**config.mk**
```make
export PLATFORM = sky130hd
export DESIGN_NAME = div8_seq_flat
export DESIGN_NICKNAME = d
export VERILOG_FILES = /design/src/rtl/div_pkg.sv /design/src/rtl/div8_seq_if.sv /design/src/rtl/div_step.sv /design/src/rtl/div8_seq.sv /design/src/flat_wrapper.sv
export SDC_FILE = /design/constraint.sdc
export NUM_CORES = 1
export LEC_CHECK = 0
export ABC_AREA = 1
export ABC_CLOCK_PERIOD_IN_PS = 1900
export CAP_MARGIN = 20
export CORE_MARGIN = 3
export CORE_UTILIZATION = 45
export DETAILED_ROUTE_END_ITERATION = 6
export GPL_ROUTABILITY_DRIVEN = 1
export PLACE_DENSITY = 0.75
export SYNTH_ARGS = -nofsm -noshare
export SYNTH_HDL_FRONTEND = slang
export SYNTH_SLANG_ARGS = --single-unit
```
**constraint.sdc**
```tcl
create_clock -name clk -period 1.9 [get_ports clk]
set_input_delay 0.38 -clock clk [delete_from_list [all_inputs] [get_ports clk]]
set_output_delay 0.38 -clock clk [all_outputs]
set_load 0.03 [all_outputs]
```
**src/rtl/div_pkg.sv**
```systemverilog
// Shared definitions for the sequential signed divider.
// Holds the default operand width and the FSM state encoding.
package div_pkg;

    localparam int unsigned DIV_DATA_W = 8;

    typedef enum logic [1:0] {
        ST_IDLE = 2'd0,
        ST_CALC = 2'd1,
        ST_DONE = 2'd2
    } div_state_e;

endpackage : div_pkg

```
**src/rtl/div8_seq_if.sv**
```systemverilog
// Request/result bundle for div8_seq.
//   master: drives start, dividend_in, divisor_in; observes results.
//   slave : the divider; drives busy, done, quotient_out, remainder_out,
//           div_zero, ovf.
interface div8_seq_if
    import div_pkg::*;
#(
    parameter int unsigned DATA_W = DIV_DATA_W
);

    logic              start;
    logic [DATA_W-1:0] dividend_in;
    logic [DATA_W-1:0] divisor_in;
    logic              busy;
    logic              done;
    logic [DATA_W-1:0] quotient_out;
    logic [DATA_W-1:0] remainder_out;
    logic              div_zero;
    logic              ovf;

    modport master (
        output start, dividend_in, divisor_in,
        input  busy, done, quotient_out, remainder_out, div_zero, ovf
    );

    modport slave (
        input  start, dividend_in, divisor_in,
        output busy, done, quotient_out, remainder_out, div_zero, ovf
    );

endinterface : div8_seq_if

```
**src/rtl/div_step.sv**
```systemverilog
// One restoring shift/subtract iteration on unsigned magnitudes (no state).
//   rem_i  : partial remainder, always < dvsr_i on entry (or dvsr_i == 0)
//   quo_i  : dividend/quotient shift register; MSB feeds the remainder
//   dvsr_i : divisor magnitude
//   rem_o  : next partial remainder
//   quo_o  : next shift register, new quotient bit shifted in at LSB
module div_step
    import div_pkg::*;
#(
    parameter int unsigned DATA_W = DIV_DATA_W
) (
    input  logic [DATA_W-1:0] rem_i,
    input  logic [DATA_W-1:0] quo_i,
    input  logic [DATA_W-1:0] dvsr_i,
    output logic [DATA_W-1:0] rem_o,
    output logic [DATA_W-1:0] quo_o
);

    // One extra bit: the shifted remainder can reach 2*dvsr-1.
    logic [DATA_W:0] rem_sh;
    logic [DATA_W:0] dvsr_ext;
    logic            fits;

    always_comb begin
        rem_sh   = {rem_i, quo_i[DATA_W-1]};
        dvsr_ext = {1'b0, dvsr_i};
        fits     = (rem_sh >= dvsr_ext);
        // When the subtraction fits, the difference is < dvsr and fits DATA_W.
        rem_o    = fits ? DATA_W'(rem_sh - dvsr_ext) : rem_sh[DATA_W-1:0];
        quo_o    = {quo_i[DATA_W-2:0], fits};
    end

endmodule : div_step

```
**src/rtl/div8_seq.sv**
```systemverilog
// Sequential signed divider: DATA_W restoring iterations, fixed latency.
//   clk, rst_n : clock, asynchronous active-low reset
//   bus.start  : request, sampled only when idle
//   bus.dividend_in / divisor_in : signed operands, captured with start
//   bus.busy   : operation in progress
//   bus.done   : one-cycle pulse, DATA_W+1 cycles after the start edge
//   bus.quotient_out / remainder_out : signed results, held until next done
//   bus.div_zero / ovf : divide-by-zero and most-negative/-1 flags
module div8_seq
    import div_pkg::*;
#(
    parameter int unsigned DATA_W = DIV_DATA_W
) (
    input  logic       clk,
    input  logic       rst_n,
    div8_seq_if.slave  bus
);

    localparam int unsigned           CNT_W     = (DATA_W > 1) ? $clog2(DATA_W) : 1;
    localparam logic [CNT_W-1:0]      LAST_ITER = CNT_W'(DATA_W - 1);
    localparam logic [DATA_W-1:0]     MOST_NEG  = {1'b1, {(DATA_W-1){1'b0}}};

    div_state_e        state_q,    state_d;
    logic [CNT_W-1:0]  cnt_q,      cnt_d;
    logic [DATA_W-1:0] rem_q,      rem_d;
    logic [DATA_W-1:0] quo_q,      quo_d;
    logic [DATA_W-1:0] dvsr_q,     dvsr_d;
    logic [DATA_W-1:0] dividend_q, dividend_d;
    logic              sign_a_q,   sign_a_d;
    logic              sign_b_q,   sign_b_d;
    logic              dz_pend_q,  dz_pend_d;
    logic              ovf_pend_q, ovf_pend_d;

    logic              busy_q,     busy_d;
    logic              done_q,     done_d;
    logic [DATA_W-1:0] quot_out_q, quot_out_d;
    logic [DATA_W-1:0] rem_out_q,  rem_out_d;
    logic              div_zero_q, div_zero_d;
    logic              ovf_q,      ovf_d;

    logic [DATA_W-1:0] step_rem;
    logic [DATA_W-1:0] step_quo;
    logic [DATA_W-1:0] dvd_mag;
    logic [DATA_W-1:0] dvs_mag;

    div_step #(.DATA_W(DATA_W)) u_step (
        .rem_i  (rem_q),
        .quo_i  (quo_q),
        .dvsr_i (dvsr_q),
        .rem_o  (step_rem),
        .quo_o  (step_quo)
    );

    // Operand magnitudes; the most-negative value maps to 2^(DATA_W-1) unsigned.
    always_comb begin
        dvd_mag = bus.dividend_in[DATA_W-1] ? DATA_W'(-bus.dividend_in) : bus.dividend_in;
        dvs_mag = bus.divisor_in[DATA_W-1]  ? DATA_W'(-bus.divisor_in)  : bus.divisor_in;
    end

    // Next-state and output logic.
    always_comb begin
        state_d    = state_q;
        cnt_d      = cnt_q;
        rem_d      = rem_q;
        quo_d      = quo_q;
        dvsr_d     = dvsr_q;
        dividend_d = dividend_q;
        sign_a_d   = sign_a_q;
        sign_b_d   = sign_b_q;
        dz_pend_d  = dz_pend_q;
        ovf_pend_d = ovf_pend_q;
        busy_d     = busy_q;
        done_d     = 1'b0;
        quot_out_d = quot_out_q;
        rem_out_d  = rem_out_q;
        div_zero_d = div_zero_q;
        ovf_d      = ovf_q;

        unique case (state_q)
            ST_IDLE: begin
                if (bus.start) begin
                    state_d    = ST_CALC;
                    cnt_d      = '0;
                    rem_d      = '0;
                    quo_d      = dvd_mag;
                    dvsr_d     = dvs_mag;
                    dividend_d = bus.dividend_in;
                    sign_a_d   = bus.dividend_in[DATA_W-1];
                    sign_b_d   = bus.divisor_in[DATA_W-1];
                    dz_pend_d  = (bus.divisor_in == '0);
                    ovf_pend_d = (bus.dividend_in == MOST_NEG) && (&bus.divisor_in);
                    busy_d     = 1'b1;
                end
            end

            ST_CALC: begin
                rem_d = step_rem;
                quo_d = step_quo;
                cnt_d = cnt_q + CNT_W'(1);
                if (cnt_q == LAST_ITER) begin
                    state_d = ST_DONE;
                end
            end

            ST_DONE: begin
                state_d    = ST_IDLE;
                busy_d     = 1'b0;
                done_d     = 1'b1;
                div_zero_d = dz_pend_q;
                ovf_d      = ovf_pend_q;
                if (dz_pend_q) begin
                    quot_out_d = '1;
                    rem_out_d  = dividend_q;
                end else if (ovf_pend_q) begin
                    quot_out_d = MOST_NEG;
                    rem_out_d  = '0;
                end else begin
                    quot_out_d = (sign_a_q ^ sign_b_q) ? DATA_W'(-quo_q) : quo_q;
                    rem_out_d  = sign_a_q ? DATA_W'(-rem_q) : rem_q;
                end
            end

            default: begin
                state_d = ST_IDLE;
                busy_d  = 1'b0;
            end
        endcase
    end

    // State and output registers.
    always_ff @(posedge clk or negedge rst_n) begin
        if (!rst_n) begin
            state_q    <= ST_IDLE;
            cnt_q      <= '0;
            rem_q      <= '0;
            quo_q      <= '0;
            dvsr_q     <= '0;
            dividend_q <= '0;
            sign_a_q   <= 1'b0;
            sign_b_q   <= 1'b0;
            dz_pend_q  <= 1'b0;
            ovf_pend_q <= 1'b0;
            busy_q     <= 1'b0;
            done_q     <= 1'b0;
            quot_out_q <= '0;
            rem_out_q  <= '0;
            div_zero_q <= 1'b0;
            ovf_q      <= 1'b0;
        end else begin
            state_q    <= state_d;
            cnt_q      <= cnt_d;
            rem_q      <= rem_d;
            quo_q      <= quo_d;
            dvsr_q     <= dvsr_d;
            dividend_q <= dividend_d;
            sign_a_q   <= sign_a_d;
            sign_b_q   <= sign_b_d;
            dz_pend_q  <= dz_pend_d;
            ovf_pend_q <= ovf_pend_d;
            busy_q     <= busy_d;
            done_q     <= done_d;
            quot_out_q <= quot_out_d;
            rem_out_q  <= rem_out_d;
            div_zero_q <= div_zero_d;
            ovf_q      <= ovf_d;
        end
    end

    assign bus.busy          = busy_q;
    assign bus.done          = done_q;
    assign bus.quotient_out  = quot_out_q;
    assign bus.remainder_out = rem_out_q;
    assign bus.div_zero      = div_zero_q;
    assign bus.ovf           = ovf_q;

endmodule : div8_seq

```
**src/flat_wrapper.sv**
```systemverilog
// flat-port wrapper written by rule: the top's interface ports become plain ports
module div8_seq_flat import div_pkg::*;
#(
    parameter int unsigned DATA_W = DIV_DATA_W
)
  (clk, rst_n, bus_start, bus_dividend_in, bus_divisor_in, bus_busy, bus_done, bus_quotient_out, bus_remainder_out, bus_div_zero, bus_ovf);
  div8_seq_if #(.DATA_W(DATA_W)) bus_i ();
  input  logic clk;
  input  logic rst_n;
  input wire logic [$bits(bus_i.start)-1:0] bus_start;
  input wire logic [$bits(bus_i.dividend_in)-1:0] bus_dividend_in;
  input wire logic [$bits(bus_i.divisor_in)-1:0] bus_divisor_in;
  output wire logic [$bits(bus_i.busy)-1:0] bus_busy;
  output wire logic [$bits(bus_i.done)-1:0] bus_done;
  output wire logic [$bits(bus_i.quotient_out)-1:0] bus_quotient_out;
  output wire logic [$bits(bus_i.remainder_out)-1:0] bus_remainder_out;
  output wire logic [$bits(bus_i.div_zero)-1:0] bus_div_zero;
  output wire logic [$bits(bus_i.ovf)-1:0] bus_ovf;
  assign bus_i.start = bus_start;
  assign bus_i.dividend_in = bus_dividend_in;
  assign bus_i.divisor_in = bus_divisor_in;
  assign bus_busy = bus_i.busy;
  assign bus_done = bus_i.done;
  assign bus_quotient_out = bus_i.quotient_out;
  assign bus_remainder_out = bus_i.remainder_out;
  assign bus_div_zero = bus_i.div_zero;
  assign bus_ovf = bus_i.ovf;
  div8_seq #(.DATA_W(DATA_W)) u_core (.clk(clk), .rst_n(rst_n), .bus(bus_i));
endmodule
```
# After elaboration in Yosys (flattened, before gate mapping)
# Index checks and enable logic that the tools add are counted.
# totals
reg_bits	61
inputBits	19
output_inout_bits	20
wordCells	61
# classes
n_addsub	6
magnitude_cmp	1
n_eq_ne	6
mux	21
bitwise_logic	2
reduce_logical	9
# op_table
operator	count
$mux 8	11
$neg 8->8	4
$pmux 8 s2	2
$ge 9x8->1	1
$eq 8x8->1 const B	1
$logic_not 8->1	1
$reduce_and 2->1	4
$reduce_and 8->1	1
$sub 8x8->8	1
$pmux 3 s2	1
$mux 2	2
$pmux 2 s2	1
$add 3x1->3 const B	1
$eq 3x3->1 const B	1
$mux 3	1
$eq 2x1->1 const B	1
$eq 2x2->1 const B	1
$logic_not 2->1	1
$mux 1	2
$ne 2x1->1 const B	1
$ne 2x2->1 const B	1
$pmux 1 s2	1
$reduce_bool 2->1	1
$logic_and 1x1->1	1
2 further kinds	2

# Depth between registers and ports, before layout
# Gate-level depths: netlist (run 1).
# logic_depth
depth_word	4
ltp_mapped	13

# Cells and area by module
# A second synthesis (run 1) with hierarchy kept.
# unflattened
hier_cells	515
area_unflattened_um2	3813.7
# by_module_without_submodules
module	n_inst	cells_per_inst	area_each_um2
div8_seq	1	398	3099.2
div_step	1	117	714.4

# Worst setup path before layout (run 1)
# OpenSTA, ideal clock, no wires.
# synth_timing
path_kind	flip-flop to flip-flop
startpoint	register u_core.quo_q[7]
endpoint	register u_core.rem_q[4]
setup_ps	117
t_arrival_ps	1603
path_slack_ps	179
path_stages_with_launch	12
n_path_buf	0
period_less_slack_ps	1721
path_cell_list	dfrtp_1 inv_1 ha_1 inv_1 fa_1 nand2_1 nor2_1 nor2_1 xor2_1 nand2_1 nand3_1 nand2_1
# synth_between
elab_chain_cells	3
elab_cells_between_ends	4
cone_classes	add/sub: 1; order compare: 1; mux: 2
# synth_lines
item	line	source
start: declaration	div8_seq.sv:26	logic [DATA_W-1:0] quo_q, quo_d;
start signal: assignment	div8_seq.sv:153	quo_q <= quo_d;
$sub 8x8->8 or $ge 9x8->1 (tied branches)	div_step.sv:29, div_step.sv:27	
$mux 8 *	div_step.sv:29	rem_o = fits ? DATA_W'(rem_sh - dvsr_ext) : rem_sh[DATA_W-1:0];
$pmux 8 s2 *	div8_seq.sv:79	unique case (state_q)
end signal: assignment	div8_seq.sv:152	rem_q <= rem_d;
end: declaration	div8_seq.sv:25	logic [DATA_W-1:0] rem_q, rem_d;
# Mark *: on every way between the ends. The rest lies on a longest branch, timed or not.
# A chain may end at the register's enable or synchronous reset.

# Worst setup path in the final report (run 1)
# layout_timing
startpoint	register u_core.rem_out_q[3] (netlist: u_core.bus.remainder_out[3])
endpoint	output port bus_remainder_out[3]
# layout_lines
item	line	source
start: declaration	div8_seq.sv:37	logic [DATA_W-1:0] rem_out_q, rem_out_d;
start signal: assignment	div8_seq.sv:163	rem_out_q <= rem_out_d;
end: declaration	flat_wrapper.sv:16	output wire logic [$bits(bus_i.remainder_out)-1:0] bus_remainder_out;
# No word-level cell between the ends.

==> results.sh, run 1 <==
export IMPL_htree_levels=3
export IMPL_yosys_area_top_type_share_pct=42.0
export IMPL_seqPwrFrac_pct=29.2
export IMPL_grt_max_degree=61
export IMPL_wl_per_cell_um=13.7
export IMPL_required_ns=1.52
export IMPL_yosys_cell_types_count=39
export IMPL_setup_worst_path_start_class="flip-flop"
export IMPL_ctsHoldBuffers=0
export IMPL_worstPathCellList="clkdlybuf4s50_1"
export IMPL_yosys_warnings=0
export IMPL_dr_pass1_iters=5
export IMPL_track_usage_pct=20.0
export IMPL_syn_inst=459
export IMPL_syn_area_um2=3570
export IMPL_synthArstFlopShare_pct=100
export IMPL_dieArea_um2=9040
export IMPL_fin_tns_setup_ns=0
export IMPL_syn_nets=494
export IMPL_endpoint_kind="output pin"
export IMPL_layout_min_cycle_time_ns=1.78
export IMPL_antennaDiodeCount=0
export IMPL_swShare_pct=46.6
export IMPL_grt_overflow_total=0
export IMPL_die_x_um=95.1
export IMPL_root_buffer="clkbuf_8"
export IMPL_postLayoutCellArea_um2=4330
export IMPL_cp_slowest_cell="clkdlybuf4s50_1"
export IMPL_drtIter0Drc=184
export IMPL_pin_count=39
export IMPL_synth_top_cell_by_area="dfrtp_1"
export IMPL_skew_ns=0.0107
export IMPL_arrival_ns=1.40
export IMPL_grt_pass1_vias=3046
export IMPL_clk_latency_ns=0.33
export IMPL_power_leakage_nw=2.15
export IMPL_start_util_pct=47.7
export IMPL_dieHeight_um=95.1
export IMPL_path_max_fanout=2
export IMPL_nNetsFinal=541
export IMPL_fmaxAchievable_mhz=561
export IMPL_coreArea_um2=7490
export IMPL_critical_path_class="flip-flop to output pin"
export IMPL_grt_pass1_wl_um=14200
export IMPL_cpLargestDelayFamily="buffers and inverters"
export IMPL_viasPerCell=5.20
export IMPL_num_vias=3175
export IMPL_clockBufferDepth=2
export IMPL_rsz0062_at_grt="no"
export IMPL_slew_headroom_pct=69.3
export IMPL_max_cap_violations=0
export IMPL_avgSynthCellArea_um2=7.78
export IMPL_ys_flop_type="dfrtp_1"
export IMPL_hold_class="primary input to async pin"
export IMPL_cts_tree="done"
export IMPL_power_per_cell_area_nw_per_um2=1860
export IMPL_layout_area_overhead_vs_synth_pct=21.1
export IMPL_synthTopCellsByArea="dfrtp_1 (42%), nand2_1 (14%), nand3_1 (7.1%)"
export IMPL_fin_crit_sh_pct=93.7
export IMPL_power_w=0.00803
export IMPL_power_frac_clock_pct=13.8
export IMPL_placement_cell_area_um2=4090
export IMPL_tightest_slew_ns=0.461
export IMPL_wl_um=8360
export IMPL_worst_path_largest_cell_delay_ns=0.69
export IMPL_drv_slew=0
export IMPL_portBuffers=38
export IMPL_p_int_w=0.00429
export IMPL_numCtsBuffers=9
export IMPL_hold_viol=0
export IMPL_drc=0
export IMPL_status="finished, final reports clean"
export IMPL_seq_area_frac_synth_pct=42.0
export IMPL_post_dp_hpwl_um=6330
export IMPL_clock_sinks=60
export IMPL_path_clk_slew_ns=0.07
export IMPL_synth_ff_latch_count=60
export IMPL_synth_edf_count=0
export IMPL_critPathBufInv=1
export IMPL_rows=31
export IMPL_finalSetupViolCount=0
export IMPL_switchingPower_w=0.00374
export IMPL_layout_drive_gt1_share_pct=9.59
export IMPL_comb_power_share_pct=56.9
export IMPL_antenna_found_initial=0
export IMPL_ir_drop_mv=0.790
export IMPL_ant_nets=0
export IMPL_gp_congestion=0.861
[flip-flops by register name, summed over array words and instances (netlist names), 2 cells and up]
register and cells:
u_core.cnt_q 3, u_core.quo_q 8, u_core.bus.remainder_out 8, u_core.rem_q 8, u_core.dvsr_q 8, u_core.dividend_q 7, u_core.state_q 2, u_core.bus.quotient_out 8
[cell usage in the layout, fill, tap and decap left out, drive strengths merged, types with 7 or more instances in the layout]
cell,instances
a21oi,9
ha,15
xor2,16
clkdlybuf4s50,37
nand3,52
buf,8
o211ai,7
clkbuf,10
inv,64
o21ai,30
dfrtp,60
nor2,37
nand2,134
[worst paths after layout]
| path | start | endpoint | slack, ns | cells after the start |
|---|---|---|---|---|
| max | u_core.bus.remainder_out[3]$_DFFE_PN0P_ | bus_remainder_out[3] | 0.12 | 1 |
| min | rst_n | u_core.bus.quotient_out[1]$_DFFE_PN0P_ | 0.03 | 2 |
| max reg2reg | u_core.rem_q[4]$_DFFE_PN0P_ | u_core.rem_q[7]$_DFFE_PN0P_ | 0.15 | 10 |
| min reg2reg | u_core.bus.div_zero$_DFFE_PN0P_ | u_core.bus.div_zero$_DFFE_PN0P_ | 0.49 | 2 |
| max in group asynchronous | rst_n | u_core.rem_q[0]$_DFFE_PN0P_ | 1.59 | 2 |
| min in group clk | u_core.bus.div_zero$_DFFE_PN0P_ | u_core.bus.div_zero$_DFFE_PN0P_ | 0.49 | 2 |
[cell families after synthesis]
family	share of synthesized area, %
adders and majority gates	5.81
buffers and inverters	8.41
xor gates and xnor gates	4.94
DFF	42.0
AOI/OAI and AO/OA	10.5
and+or+nand+nor	28.3
[layer usage]
| metal | vias to the layer above | GRT usage (%) | routed length (µm) |
|---|---|---|---|
| met3 | 12 | 3.47 | 438 |
| met1 | 1488 | 29.5 | 4090 |
| met2 | 93 | 30.0 | 3710 |
| met4 | 0 | 6.25 | 125 |
| li1 | 1582 | - | - |
| met5 | - | 0 | 0 |
[final cells by class]
type                    instances  area, µm²
flip-flops and latches         60       1500
clock inverters                 6       65.1
fillers                       687       3160
repair buffers                 45        453
clock buffers                  10        128
well taps                      99        124
multi-input cells             326       1810
inverters                      64        243
[power by group through the flow]
stage               clock network, W  registers, W  logic, W
floorplan                          0       0.00255   0.00299
global placement                   0       0.00233   0.00433
detailed placement                 0       0.00235   0.00444
CTS                          0.00113       0.00233   0.00446
global route                 0.00120       0.00242   0.00519
finish                       0.00111       0.00235   0.00457
[synthesized netlist by cell type, drive strengths merged, types with 4 or more instances]
cell type	number
nand2	134
inv	64
dfrtp	60
nand3	52
nor2	36
o21ai	30
xor2	16
ha	15
a21oi	9
o211ai	7
buf	5
clkbuf	5
a22oi	4
nand4	4
[repair_timing]
action                     CTS  global route
setup buffers                0             0
resized for setup            0             6
setup endpoints to repair    0             9
[metrics by stage]
step | std cells | utilization [%] | worst slack [ns] | hold WS [ns]
CTS | 609 | 57.2 | 0.0746 | 0.0497
global route | 610 | 57.8 | 0.00644 | 0.0508
finish | 610 | 57.8 | 0.119 | 0.0347
floorplan | 459 | - | 0.179 | 0.0844
detailed placement | 593 | 54.7 | 0.0832 | 0.411
global placement | 593 | 54.7 | 0.123 | 0.405
Power figures use the tool's default switching activity.
==> inputs of run 2 (changes only) <==
--- a/config.mk
+++ b/config.mk
@@ -6,8 +6,6 @@
 export NUM_CORES = 1
 export LEC_CHECK = 0
 export ABC_AREA = 1
-export ABC_CLOCK_PERIOD_IN_PS = 1900
-export CAP_MARGIN = 20
 export CORE_MARGIN = 3
 export CORE_UTILIZATION = 45
 export DETAILED_ROUTE_END_ITERATION = 6
==> results of run 2 <==
Final layout, timing and power as in run 1 (identical DEF).
